## config.mk

```make
export PLATFORM = sky130hd
export DESIGN_NAME = branch_resolve_sched
export DESIGN_NICKNAME = d
export VERILOG_FILES = /design/src/rtl/branch_pkg.sv /design/src/rtl/branch_eval.sv /design/src/rtl/branch_resolve_sched.sv
export SDC_FILE = /design/constraint.sdc
export NUM_CORES = 2
export LEC_CHECK = 0
export ABC_AREA = 1
export BUFFER_PORTS_ARGS = -buffer_cell sky130_fd_sc_hd__buf_4
export CORE_MARGIN = 8
export CORE_UTILIZATION = 40
export CTS_BUF_LIST = sky130_fd_sc_hd__clkbuf_16
export CTS_CLUSTER_DIAMETER = 30
export DETAILED_ROUTE_END_ITERATION = 6
export PLACE_DENSITY = 0.55
export SYNTH_ARGS = -nofsm -noshare
export SYNTH_HDL_FRONTEND = slang
export SYNTH_SLANG_ARGS = --single-unit
export TNS_END_PERCENT = 20
```

## constraint.sdc

```tcl
create_clock -name clk_i -period 5.5 [get_ports clk_i]
set_clock_uncertainty 0.15 [all_clocks]
set_input_delay 0.275 -clock clk_i [delete_from_list [all_inputs] [get_ports clk_i]]
set_output_delay 0.275 -clock clk_i [all_outputs]
set_load 0.01 [all_outputs]
```

## src/rtl/branch_pkg.sv

```systemverilog
// Shared types and constants for the in-order branch resolve scheduler.
package branch_pkg;

  localparam int unsigned BR_XLEN = 64;

  localparam logic [2:0] F3_BEQ  = 3'b000;
  localparam logic [2:0] F3_BNE  = 3'b001;
  localparam logic [2:0] F3_BLT  = 3'b100;
  localparam logic [2:0] F3_BGE  = 3'b101;
  localparam logic [2:0] F3_BLTU = 3'b110;
  localparam logic [2:0] F3_BGEU = 3'b111;

  typedef struct packed {
    logic [BR_XLEN-1:0] pc;
    logic [BR_XLEN-1:0] offset;
    logic [2:0]         funct3;
    logic [BR_XLEN-1:0] src1;
    logic [BR_XLEN-1:0] src2;
    logic               pred_taken;
    logic [BR_XLEN-1:0] pred_target;
  } branch_entry_t;

  typedef enum logic {
    RUN     = 1'b0,
    RECOVER = 1'b1
  } brsched_state_t;

  // Only 010 and 011 are undefined in the branch funct3 space.
  function automatic logic f3_is_valid(input logic [2:0] f3);
    return f3[2] | ~f3[1];
  endfunction

endpackage

```

## src/rtl/branch_eval.sv

```systemverilog
// Combinational branch evaluation for the queue head: direction, next PC,
// illegal-encoding flag and mispredict detection against the prediction.
module branch_eval
  import branch_pkg::*;
#(
  parameter int unsigned XLEN = 64
) (
  input  logic [XLEN-1:0] pc_i,
  input  logic [XLEN-1:0] offset_i,
  input  logic [2:0]      funct3_i,
  input  logic [XLEN-1:0] src1_i,
  input  logic [XLEN-1:0] src2_i,
  input  logic            pred_taken_i,
  input  logic [XLEN-1:0] pred_target_i,
  output logic            taken_o,
  output logic [XLEN-1:0] next_pc_o,
  output logic            invalid_o,
  output logic            mispredict_o
);

  logic            taken_s;
  logic            invalid_s;
  logic [XLEN-1:0] target_s;

  // Direction compare per funct3; illegal encodings resolve not-taken.
  always_comb begin
    taken_s = 1'b0;
    case (funct3_i)
      F3_BEQ:  taken_s = (src1_i == src2_i);
      F3_BNE:  taken_s = (src1_i != src2_i);
      F3_BLT:  taken_s = ($signed(src1_i) <  $signed(src2_i));
      F3_BGE:  taken_s = ($signed(src1_i) >= $signed(src2_i));
      F3_BLTU: taken_s = (src1_i <  src2_i);
      F3_BGEU: taken_s = (src1_i >= src2_i);
      default: taken_s = 1'b0;
    endcase
  end

  assign invalid_s = ~f3_is_valid(funct3_i);
  assign target_s  = pc_i + offset_i;

  assign taken_o      = taken_s;
  assign invalid_o    = invalid_s;
  assign next_pc_o    = taken_s ? target_s : (pc_i + XLEN'(4));
  // An illegal branch is reported via invalid_o, never as a redirect.
  assign mispredict_o = ~invalid_s &
                        ((taken_s != pred_taken_i) |
                         (taken_s & (target_s != pred_target_i)));

endmodule

```

## src/rtl/branch_resolve_sched.sv

```systemverilog
// In-order branch scheduler: FIFO of issued branches, one resolve per cycle
// from the head, squash and recovery window on mispredict or illegal branch.
module branch_resolve_sched
  import branch_pkg::*;
#(
  parameter int unsigned XLEN           = 64,
  parameter int unsigned DEPTH          = 4,
  parameter int unsigned RECOVER_CYCLES = 2
) (
  input  logic                       clk_i,
  input  logic                       rstn_i,
  input  logic                       flush_i,
  input  logic                       enq_valid_i,
  output logic                       enq_ready_o,
  input  logic [XLEN-1:0]            enq_pc_i,
  input  logic [XLEN-1:0]            enq_offset_i,
  input  logic [2:0]                 enq_funct3_i,
  input  logic [XLEN-1:0]            enq_src1_i,
  input  logic [XLEN-1:0]            enq_src2_i,
  input  logic                       enq_pred_taken_i,
  input  logic [XLEN-1:0]            enq_pred_target_i,
  output logic                       res_valid_o,
  output logic                       res_taken_o,
  output logic [XLEN-1:0]            res_next_pc_o,
  output logic                       redirect_o,
  output logic [XLEN-1:0]            redirect_pc_o,
  output logic                       invalid_o,
  output logic [$clog2(DEPTH):0]     count_o
);

  localparam int unsigned PW = $clog2(DEPTH);
  localparam int unsigned CW = PW + 1;
  localparam int unsigned RW = $clog2(RECOVER_CYCLES + 1);
  localparam logic [CW-1:0] DEPTH_C = CW'(DEPTH);
  localparam logic [RW-1:0] RECOVER_C = RW'(RECOVER_CYCLES);

  branch_entry_t  mem_q [DEPTH];
  logic [PW-1:0]  head_q, head_d, tail_q, tail_d;
  logic [CW-1:0]  count_q, count_d;
  brsched_state_t state_q, state_d;
  logic [RW-1:0]  rec_q, rec_d;

  logic            res_valid_q, res_valid_d;
  logic            res_taken_q, res_taken_d;
  logic [XLEN-1:0] res_next_pc_q, res_next_pc_d;
  logic            redirect_q, redirect_d;
  logic            invalid_q, invalid_d;

  branch_entry_t   head_s, enq_entry_s;
  logic            ready_s, push_s, pop_s, squash_s;
  logic            ev_taken_s, ev_invalid_s, ev_mispredict_s;
  logic [XLEN-1:0] ev_next_pc_s;

  assign head_s = mem_q[head_q];

  assign enq_entry_s.pc          = BR_XLEN'(enq_pc_i);
  assign enq_entry_s.offset      = BR_XLEN'(enq_offset_i);
  assign enq_entry_s.funct3      = enq_funct3_i;
  assign enq_entry_s.src1        = BR_XLEN'(enq_src1_i);
  assign enq_entry_s.src2        = BR_XLEN'(enq_src2_i);
  assign enq_entry_s.pred_taken  = enq_pred_taken_i;
  assign enq_entry_s.pred_target = BR_XLEN'(enq_pred_target_i);

  branch_eval #(.XLEN(XLEN)) u_eval (
    .pc_i          (XLEN'(head_s.pc)),
    .offset_i      (XLEN'(head_s.offset)),
    .funct3_i      (head_s.funct3),
    .src1_i        (XLEN'(head_s.src1)),
    .src2_i        (XLEN'(head_s.src2)),
    .pred_taken_i  (head_s.pred_taken),
    .pred_target_i (XLEN'(head_s.pred_target)),
    .taken_o       (ev_taken_s),
    .next_pc_o     (ev_next_pc_s),
    .invalid_o     (ev_invalid_s),
    .mispredict_o  (ev_mispredict_s)
  );

  // No bypass: a full queue stays not-ready even in a popping cycle.
  assign ready_s  = (state_q == RUN) && (count_q < DEPTH_C) && !flush_i;
  assign push_s   = enq_valid_i && ready_s;
  assign pop_s    = (state_q == RUN) && (count_q != '0);
  assign squash_s = pop_s && (ev_mispredict_s || ev_invalid_s);

  // Next-state for queue pointers, occupancy and recovery FSM.
  always_comb begin
    head_d  = head_q;
    tail_d  = tail_q;
    count_d = count_q;
    state_d = state_q;
    rec_d   = rec_q;
    if (flush_i) begin
      head_d  = '0;
      tail_d  = '0;
      count_d = '0;
      state_d = RUN;
      rec_d   = '0;
    end else if (squash_s) begin
      head_d  = '0;
      tail_d  = '0;
      count_d = '0;
      state_d = RECOVER;
      rec_d   = RECOVER_C;
    end else if (state_q == RECOVER) begin
      if (rec_q <= RW'(1)) begin
        state_d = RUN;
        rec_d   = '0;
      end else begin
        rec_d = rec_q - RW'(1);
      end
    end else begin
      head_d  = head_q + PW'(pop_s);
      tail_d  = tail_q + PW'(push_s);
      count_d = count_q + CW'(push_s) - CW'(pop_s);
    end
  end

  // Result registers: only a non-flushed pop produces a visible result.
  always_comb begin
    res_valid_d   = 1'b0;
    res_taken_d   = 1'b0;
    res_next_pc_d = '0;
    redirect_d    = 1'b0;
    invalid_d     = 1'b0;
    if (pop_s && !flush_i) begin
      res_valid_d   = 1'b1;
      res_taken_d   = ev_taken_s;
      res_next_pc_d = ev_next_pc_s;
      redirect_d    = ev_mispredict_s;
      invalid_d     = ev_invalid_s;
    end else begin
      res_valid_d = 1'b0;
    end
  end

  // Control state and registered outputs.
  always_ff @(posedge clk_i or negedge rstn_i) begin
    if (!rstn_i) begin
      head_q        <= '0;
      tail_q        <= '0;
      count_q       <= '0;
      state_q       <= RUN;
      rec_q         <= '0;
      res_valid_q   <= 1'b0;
      res_taken_q   <= 1'b0;
      res_next_pc_q <= '0;
      redirect_q    <= 1'b0;
      invalid_q     <= 1'b0;
    end else begin
      head_q        <= head_d;
      tail_q        <= tail_d;
      count_q       <= count_d;
      state_q       <= state_d;
      rec_q         <= rec_d;
      res_valid_q   <= res_valid_d;
      res_taken_q   <= res_taken_d;
      res_next_pc_q <= res_next_pc_d;
      redirect_q    <= redirect_d;
      invalid_q     <= invalid_d;
    end
  end

  // Entry storage; a squashed or flushed write is harmless since pointers reset.
  always_ff @(posedge clk_i or negedge rstn_i) begin
    if (!rstn_i) begin
      for (int i = 0; i < int'(DEPTH); i++) begin
        mem_q[i] <= '0;
      end
    end else if (push_s) begin
      mem_q[tail_q] <= enq_entry_s;
    end else begin
      mem_q[tail_q] <= mem_q[tail_q];
    end
  end

  assign enq_ready_o   = ready_s;
  assign res_valid_o   = res_valid_q;
  assign res_taken_o   = res_taken_q;
  assign res_next_pc_o = res_next_pc_q;
  assign redirect_o    = redirect_q;
  assign redirect_pc_o = res_next_pc_q;
  assign invalid_o     = invalid_q;
  assign count_o       = count_q;

endmodule

```

# Word level (Yosys, flattened, before mapping)
# Index checks and enable logic that the tools add are counted.
totals:
  regBits: 1374
  latchBits: 0
  ramBits: 0
  romBits: 0
  in_bits: 328
  out_inout_bits: 136
  elab_cells: 120
  n_memories: 0
classes:
  addsub: 7
  n_mul: 0
  div: 0
  n_lt_le_gt_ge: 9
  eq_ne: 10
  shift: 0
  mux: 35
  n_bitwise: 9
  reduce_logical: 12
op_table:
  columns: ["op", "count"]
  rows:
  - ["$bwmux W1296", 2]
  - ["$mux W324", 5]
  - ["$bmux W324 S2", 2]
  - ["$mux W1296", 1]
  - ["$demux W324 S2", 1]
  - ["$ge A64 B64 Y1", 2]
  - ["$lt A64 B64 Y1", 2]
  - ["$mux W64", 2]
  - ["$ne A64 B64 Y1", 2]
  - ["$add A64 B3 Y64 const B", 1]
  - ["$add A64 B64 Y64", 1]
  - ["$eq A64 B64 Y1", 1]
  - ["$mux W2", 10]
  - ["$eq A3 B3 Y1 const B", 4]
  - ["$mux W3", 3]
  - ["$mux W1", 8]
  - ["$logic_and A1 B1 Y1", 7]
  - ["$ge A3 B3 Y1 const B", 2]
  - ["$not A2 Y3", 2]
  - ["$pmux W1 S6", 1]
  - ["$reduce_bool A3 Y1", 2]
  - ["$add A2 B1 Y2", 2]
  - ["$add A3 B1 Y3", 1]
  - ["$eq A3 B1 Y1 const B", 1]
  - ["13 further kinds", 17]

# Longest topological paths before layout
depth:
  word_depth: 13
  ltp_mapped: 40
  ltp_nobuf: 32

# Modules after synthesis
# A second synthesis with hierarchy kept.
unflattened:
  hier_cells: 14429
  hier_area_um2: 93956.4
modules_own_cells:
  columns: ["mod", "n_inst", "cells_per_inst", "area_per_inst_um2", "seq_area_each_um2"]
  rows:
  - ["branch_resolve_sched", 1, 12117, 82471.6, 34383.0]
  - ["branch_eval", 1, 2312, 11484.8, 0.0]

# Worst setup path before layout
# No wires, ideal clock.
synth_path:
  path_kind: "register to register"
  start: "reg head_q[0]"
  end: "reg count_q[2] (netlist: count_o[2])"
  setup_ns: 0.066
  arrival_time_ns: 4.608
  required_ns: 5.284
  setup_slack_ns: 0.676
  path_stages_with_launch: 39
  n_path_buf: 9
  synth_period_minus_slack_ns: 4.824
  cell_sequence: "dfrtp_1 buf_6 inv_6 buf_8 buf_8 buf_6 buf_6 buf_4 clkbuf_1 clkbuf_1 clkbuf_1 nor2_1 o22ai_1 ha_1 inv_1 fa_1 inv_1 nand3_1 (+3 left out) nand2_1 nand2_1 nand2_1 nand3b_1 nand2_1 nand2_1 nand2_1 inv_1 nand2_1 nor2_1 nand2_1 nor2_1 nand3_1 nand2_1 nand2_1 nand2_2 nand3_1 nand2_1"
synth_between:
  elab_chain_len: 13
  word_cells_on_any_way: 31
  classes_between: "add/sub: 1; order compare: 4; eq/ne: 10; mux: 6; bitwise: 7; reduce/logical: 3"
synth_rtl:
  columns: ["element", "line", "text"]
  rows:
  - ["start, declared", "branch_resolve_sched.sv:38", "logic [PW-1:0] head_q, head_d, tail_q, tail_d;"]
  - ["start signal, assigned", "branch_resolve_sched.sv:138", "head_q <= '0;"]
  - ["start signal, assigned", "branch_resolve_sched.sv:149", "head_q <= head_d;"]
  - ["$not A2 Y3 (not written as such) (*)", "branch_resolve_sched.sv:54", "assign head_s = mem_q[head_q];"]
  - ["$bmux W324 S2 (*)", "branch_resolve_sched.sv:54", null]
  - ["$mux W324 (not written as such) (*) (2 in a row)", "branch_resolve_sched.sv:54", null]
  - ["$add A64 B64 Y64, or another cell as far along", "branch_eval.sv:40", "assign target_s = pc_i + offset_i;"]
  - ["$ne A64 B64 Y1 / $pmux W1 S6 (equally long branches)", "branch_eval.sv:48, branch_eval.sv:28", null]
  - ["$and A1 B1 Y1 / $ne A1 B1 Y1 (equally long branches)", "branch_eval.sv:48, branch_eval.sv:47", null]
  - ["$or A1 B1 Y1", "branch_eval.sv:47", "((taken_s != pred_taken_i) |"]
  - ["$and A1 B1 Y1", "branch_eval.sv:46", "assign mispredict_o = ~invalid_s &"]
  - ["$logic_or A1 B1 Y1 (*)", "branch_resolve_sched.sv:82", "assign squash_s = pop_s && (ev_mispredict_s || ev_invalid_s);"]
  - ["$logic_and A1 B1 Y1 (*)", "branch_resolve_sched.sv:82", null]
  - ["$mux W3", "branch_resolve_sched.sv:97", "end else if (squash_s) begin"]
  - ["$mux W3", "branch_resolve_sched.sv:91", "if (flush_i) begin"]
  - ["end signal, assigned", "branch_resolve_sched.sv:151", "count_q <= count_d;"]
  - ["end, declared", "branch_resolve_sched.sv:39", "logic [CW-1:0] count_q, count_d;"]
# Every way passes the cells marked *; elsewhere a longest branch is shown, timed or not. The select of a mux whose other input is x is not followed.
# A chain may end at the register's enable or synchronous reset.

# Worst setup path in the final report
layout_path:
  start: "reg head_q[0]"
  end: "reg res_next_pc_q[26] (netlist: redirect_pc_o[26])"
layout_between:
  elab_chain_len: 8
  word_cells_on_any_way: 21
  classes_between: "add/sub: 2; order compare: 4; eq/ne: 7; mux: 6; bitwise: 1; reduce/logical: 1"
layout_rtl:
  columns: ["element", "line", "text"]
  rows:
  - ["$not A2 Y3 (not written as such) (*)", "branch_resolve_sched.sv:54", null]
  - ["$bmux W324 S2 (*)", "branch_resolve_sched.sv:54", null]
  - ["$mux W324 (not written as such) (*) (2 in a row)", "branch_resolve_sched.sv:54", null]
  - ["$ge A64 B64 Y1, or another cell as far along", "branch_eval.sv:34", "F3_BGEU: taken_s = (src1_i >= src2_i);"]
  - ["$pmux W1 S6", "branch_eval.sv:28", "case (funct3_i)"]
  - ["$mux W64 (*)", "branch_eval.sv:44", "assign next_pc_o = taken_s ? target_s : (pc_i + XLEN'(4));"]
  - ["$mux W64 (*)", "branch_resolve_sched.sv:124", "if (pop_s && !flush_i) begin"]
  - ["named net res_next_pc_d[26]", "branch_resolve_sched.sv:45", "logic [XLEN-1:0] res_next_pc_q, res_next_pc_d;"]
  - ["end signal, assigned", "branch_resolve_sched.sv:156", "res_next_pc_q <= res_next_pc_d;"]
  - ["end, declared", "branch_resolve_sched.sv:45", null]
# The timed path passes the listed nets; every way through them passes the cells marked *. The select of a mux whose other input is x is not followed.

==> results.json <==
{
  "dp_hpwl_mm": 203.9,
  "period_share_pct": 94.65,
  "area.growth.synth_to_final_pct": 27.58,
  "hold-worst-slack_ns": 0.1108,
  "max_stage_delay_ns": 0.49,
  "gr-usage-met1_pct": 37.95,
  "synth_cell_types": 62,
  "setup_viol": 0,
  "cp.required_ns": 6.12,
  "syn_area_um2": 81810,
  "drv_cap": 0,
  "power_density_nw_per_um2": 806.5,
  "firstDrtPassIters": 6,
  "slew_headroom_pct": 21.83,
  "report.final.slew_viol_count": 0,
  "design_area_um2": 104400,
  "drc": 0,
  "crit_fanout": 81,
  "grt_pass1_vias": 80097,
  "grt_start_max_net_pins": 193,
  "clkSinkCount": 1374,
  "power.leakage_uw": 0.05138,
  "path_cells": "buf_12 -> buf_16 -> buf_12 -> o21ai_0 -> o22ai_1 -> ha_1 -> a21oi_1 -> o21ai_0 -> a21oi_1 -> nand2_1 -> a21oi_1 -> buf_4 -> nand3_1 -> nand3_1 -> nand3_1 -> nor2_4 -> buf_12 -> buf_12 -> buf_4 -> a21oi_1 -> a211oi_1",
  "vias": 83243,
  "num_rows": 166,
  "routed_wl_mm": 317.3,
  "antenna_found_initial": 16,
  "core_area_um2": 204000,
  "synth_edf_count": 0,
  "port_buffers": 463,
  "period_minus_slack_ns": 5.206,
  "dp.cells": 14287,
  "tightest_slew_ns": 1.173,
  "dieArea_um2": 219300,
  "insertion_delay_ns": 0.99,
  "placed_area_um2": 88260,
  "grt_first_pass_wirelength_mm": 484.7,
  "drtIter0Drc": 7671,
  "clock_tree.root_cell": "clkbuf_16",
  "yosysSeqAreaShare_pct": 42.03,
  "crit_slowest_cell": "dfrtp_4",
  "hp-start": "enq_src1_i[42]",
  "finalHoldViolCount": 0,
  "instances_no_fill": 15324,
  "routabilityCongestion": 0.9805,
  "gr-usage-met2_pct": 44.46,
  "floorplan.io_pins": 464,
  "clk_pin_slew_worst_paths_ns": 0.05,
  "hold_class": "primary input to flip-flop",
  "syn_nets": 12105,
  "die_w_um": 468.2,
  "path_class": "flip-flop to flip-flop",
  "track_usage_pct": 28.01,
  "synth_warnings": 0,
  "critical_path_buf_inv_count": 7,
  "cts_made_buffers": 394,
  "synthesis.instances": 11643,
  "async_flop_share_pct": 100.0,
  "h-tree-depth": 5,
  "ff2ff_path_depth": 21,
  "startpoint": "head_q[0]",
  "vdd.ir_drop.worst_mv": 0.7261,
  "antenna_left": 0,
  "start_util_pct": 40.11,
  "busiest_layer": "met2",
  "drive_gt1_share_pct": 11.86,
  "grt_setup_unrepaired": "no",
  "max_clock_freq_mhz": 192.1,
  "grt-ovfl-total": 0,
  "viasPerCell": 5.432,
  "start_kind": "flip-flop",
  "status": "finished clean",
  "rr_startpoint": "head_q[0]",
  "die_y_um": 468.2,
  "ctsLongestPathBuffers": 4,
  "r2r_end": "redirect_pc_o[26]",
  "ys_seq_elements": 1374,
  "global_route.usage.met3_pct": 4.454,
  "synth_area_per_cell_um2": 7.027,
  "worstSetupEndpointType": "flip-flop",
  "crit_family": "compound AO/OA/AOI/OAI gates",
  "critical_path_depth": 21,
  "tritoncts": "yes",
  "reg2reg_slack_ns": 0.29,
  "nets": 12790,
  "wl_per_cell_um": 20.70,
  "synthFlopType": "dfrtp_1",
  "endpoint": "redirect_pc_o[26]",
  "critical_path_arrival_ns": 5.83
}
-- worst min-delay path, delay by kind of cell --
kind                   cells  cell delay, ns
AOI/OAI and AO/OA          2            0.29
buffers and inverters      2            0.63
-- final cells by class --
type / count / area (µm²)
antenna: 2 / 5.005
tap: 2688 / 3363
clock inverter: 304 / 2723
sequential: 1374 / 34390
timing repair buffer: 1124 / 10170
clock buffer: 398 / 9960
inverter: 966 / 3689
multi-input combinational: 8468 / 40070
fill: 19618 / 99590
-- synth_stat cells (all sizes together) (38+ instances only) --
library cell / number / share of area, %
nand2: 3624 / 17
o21ai: 2351 / 14
dfrtp: 1374 / 42
inv: 966 / 4.4
nor2: 787 / 3.7
clkbuf: 630 / 2.9
nand3: 515 / 3.2
a21oi: 399 / 2.4
buf: 205 / 1.7
nand4: 190 / 1.5
o22ai: 141 / 1.1
ha: 132 / 2.0
a32oi: 81 / 1.3
xor2: 69 / 0.74
nor3: 38 / 0.30
-- metrics by stage --
step           setup slack, ns  util (%)  power [µW]   TNS, ns
3_3_place_gp           0.03117     43.27       60830         0
4_1_cts                0.02115     51.12       83570         0
5_1_grt                0.05588     51.17       90430         0
3_5_place_dp          -0.02051     43.27       61250  -0.02051
2_1_floorplan           0.6759         -       45180         0
6_report                0.2942     51.17       84180         0
-- cells in the final DEF, fill, tap and decap left out, types with 8 or more instances in the layout --
master / count
o22ai_1: 133
buf_4: 725
nor2_1: 764
nand2_1: 3614
nand3_1: 510
nand3b_1: 27
o21bai_1: 9
xor2_1: 69
buf_12: 63
nor3_1: 29
a211oi_1: 30
o21ai_0: 2342
a32oi_1: 44
a32oi_2: 33
dlygate4sd3_1: 328
clkinvlp_4: 19
nor4_1: 8
dfrtp_1: 1371
nand4_1: 188
nor2_2: 12
clkinv_1: 91
inv_2: 37
bufinv_16: 48
a21oi_1: 398
xnor2_1: 11
inv_1: 986
ha_1: 132
clkbuf_16: 400
nor2_4: 11
clkinv_2: 67
-- metal layers --
layer,vias up,wire length (µm)
met3,644,21400
met2,3202,143200
met1,39721,138900
met5,-,26
li1,39672,-
met4,4,13770
-- cells by family (layout without fill, tap and decap cells) --
kind of cell / Yosys count / after routing / share of synthesized area (%)
AND/OR/NAND/NOR: 5198 / 5198 / 25.75
flip-flops: 1374 / 1374 / 42.03
multiplexers: 7 / 7 / 0.08565
buffers and inverters: 1801 / 2792 / 9.080
other: 0 / 2 / 0
XOR/XNOR: 87 / 87 / 1.052
adder cells (fa/ha/maj): 134 / 134 / 2.068
AO/OA/AOI/OAI: 3042 / 3042 / 19.94
-- sequential cells by signal, indices dropped and copies added (netlist names) --
register,count
invalid_o,1
count_o,3
redirect_o,1
res_taken_o,1
res_valid_o,1
head_q,2
rec_q,2
redirect_pc_o,64
tail_q,2
mem_q,1296
state_q,1
-- where the power goes --
| group | total, µW | internal (µW) | switching, µW | leakage, µW |
|---|---|---|---|---|
| combinational | 44300 | 14800 | 29500 | 0.0298 |
| clock | 21700 | 15100 | 6580 | 0.00643 |
| sequential | 18200 | 14800 | 3390 | 0.0151 |
-- worst min-delay path by stage --
stage	to	slack [ns]	depth (start not counted)
after floorplan	count_o[0]	-0.17	0
after global placement	mem_q[543]	0.06	1
after detailed placement	mem_q[862]	0.05	1
after CTS	mem_q[1144]	0.05	4
after global routing	mem_q[802]	0.12	4
final	mem_q[819]	0.11	4
-- repair_timing --
action | CTS | global route
endpoints found under the setup margin | 1 | 12
pin swaps | 0 | 1
hold buffers | 329 | 0
hold endpoints to repair | 2133 | 0
resized for setup | 1 | 6
gates cloned | 0 | 2
buffers inserted | 0 | 2
(Power assumes the default switching activity.)
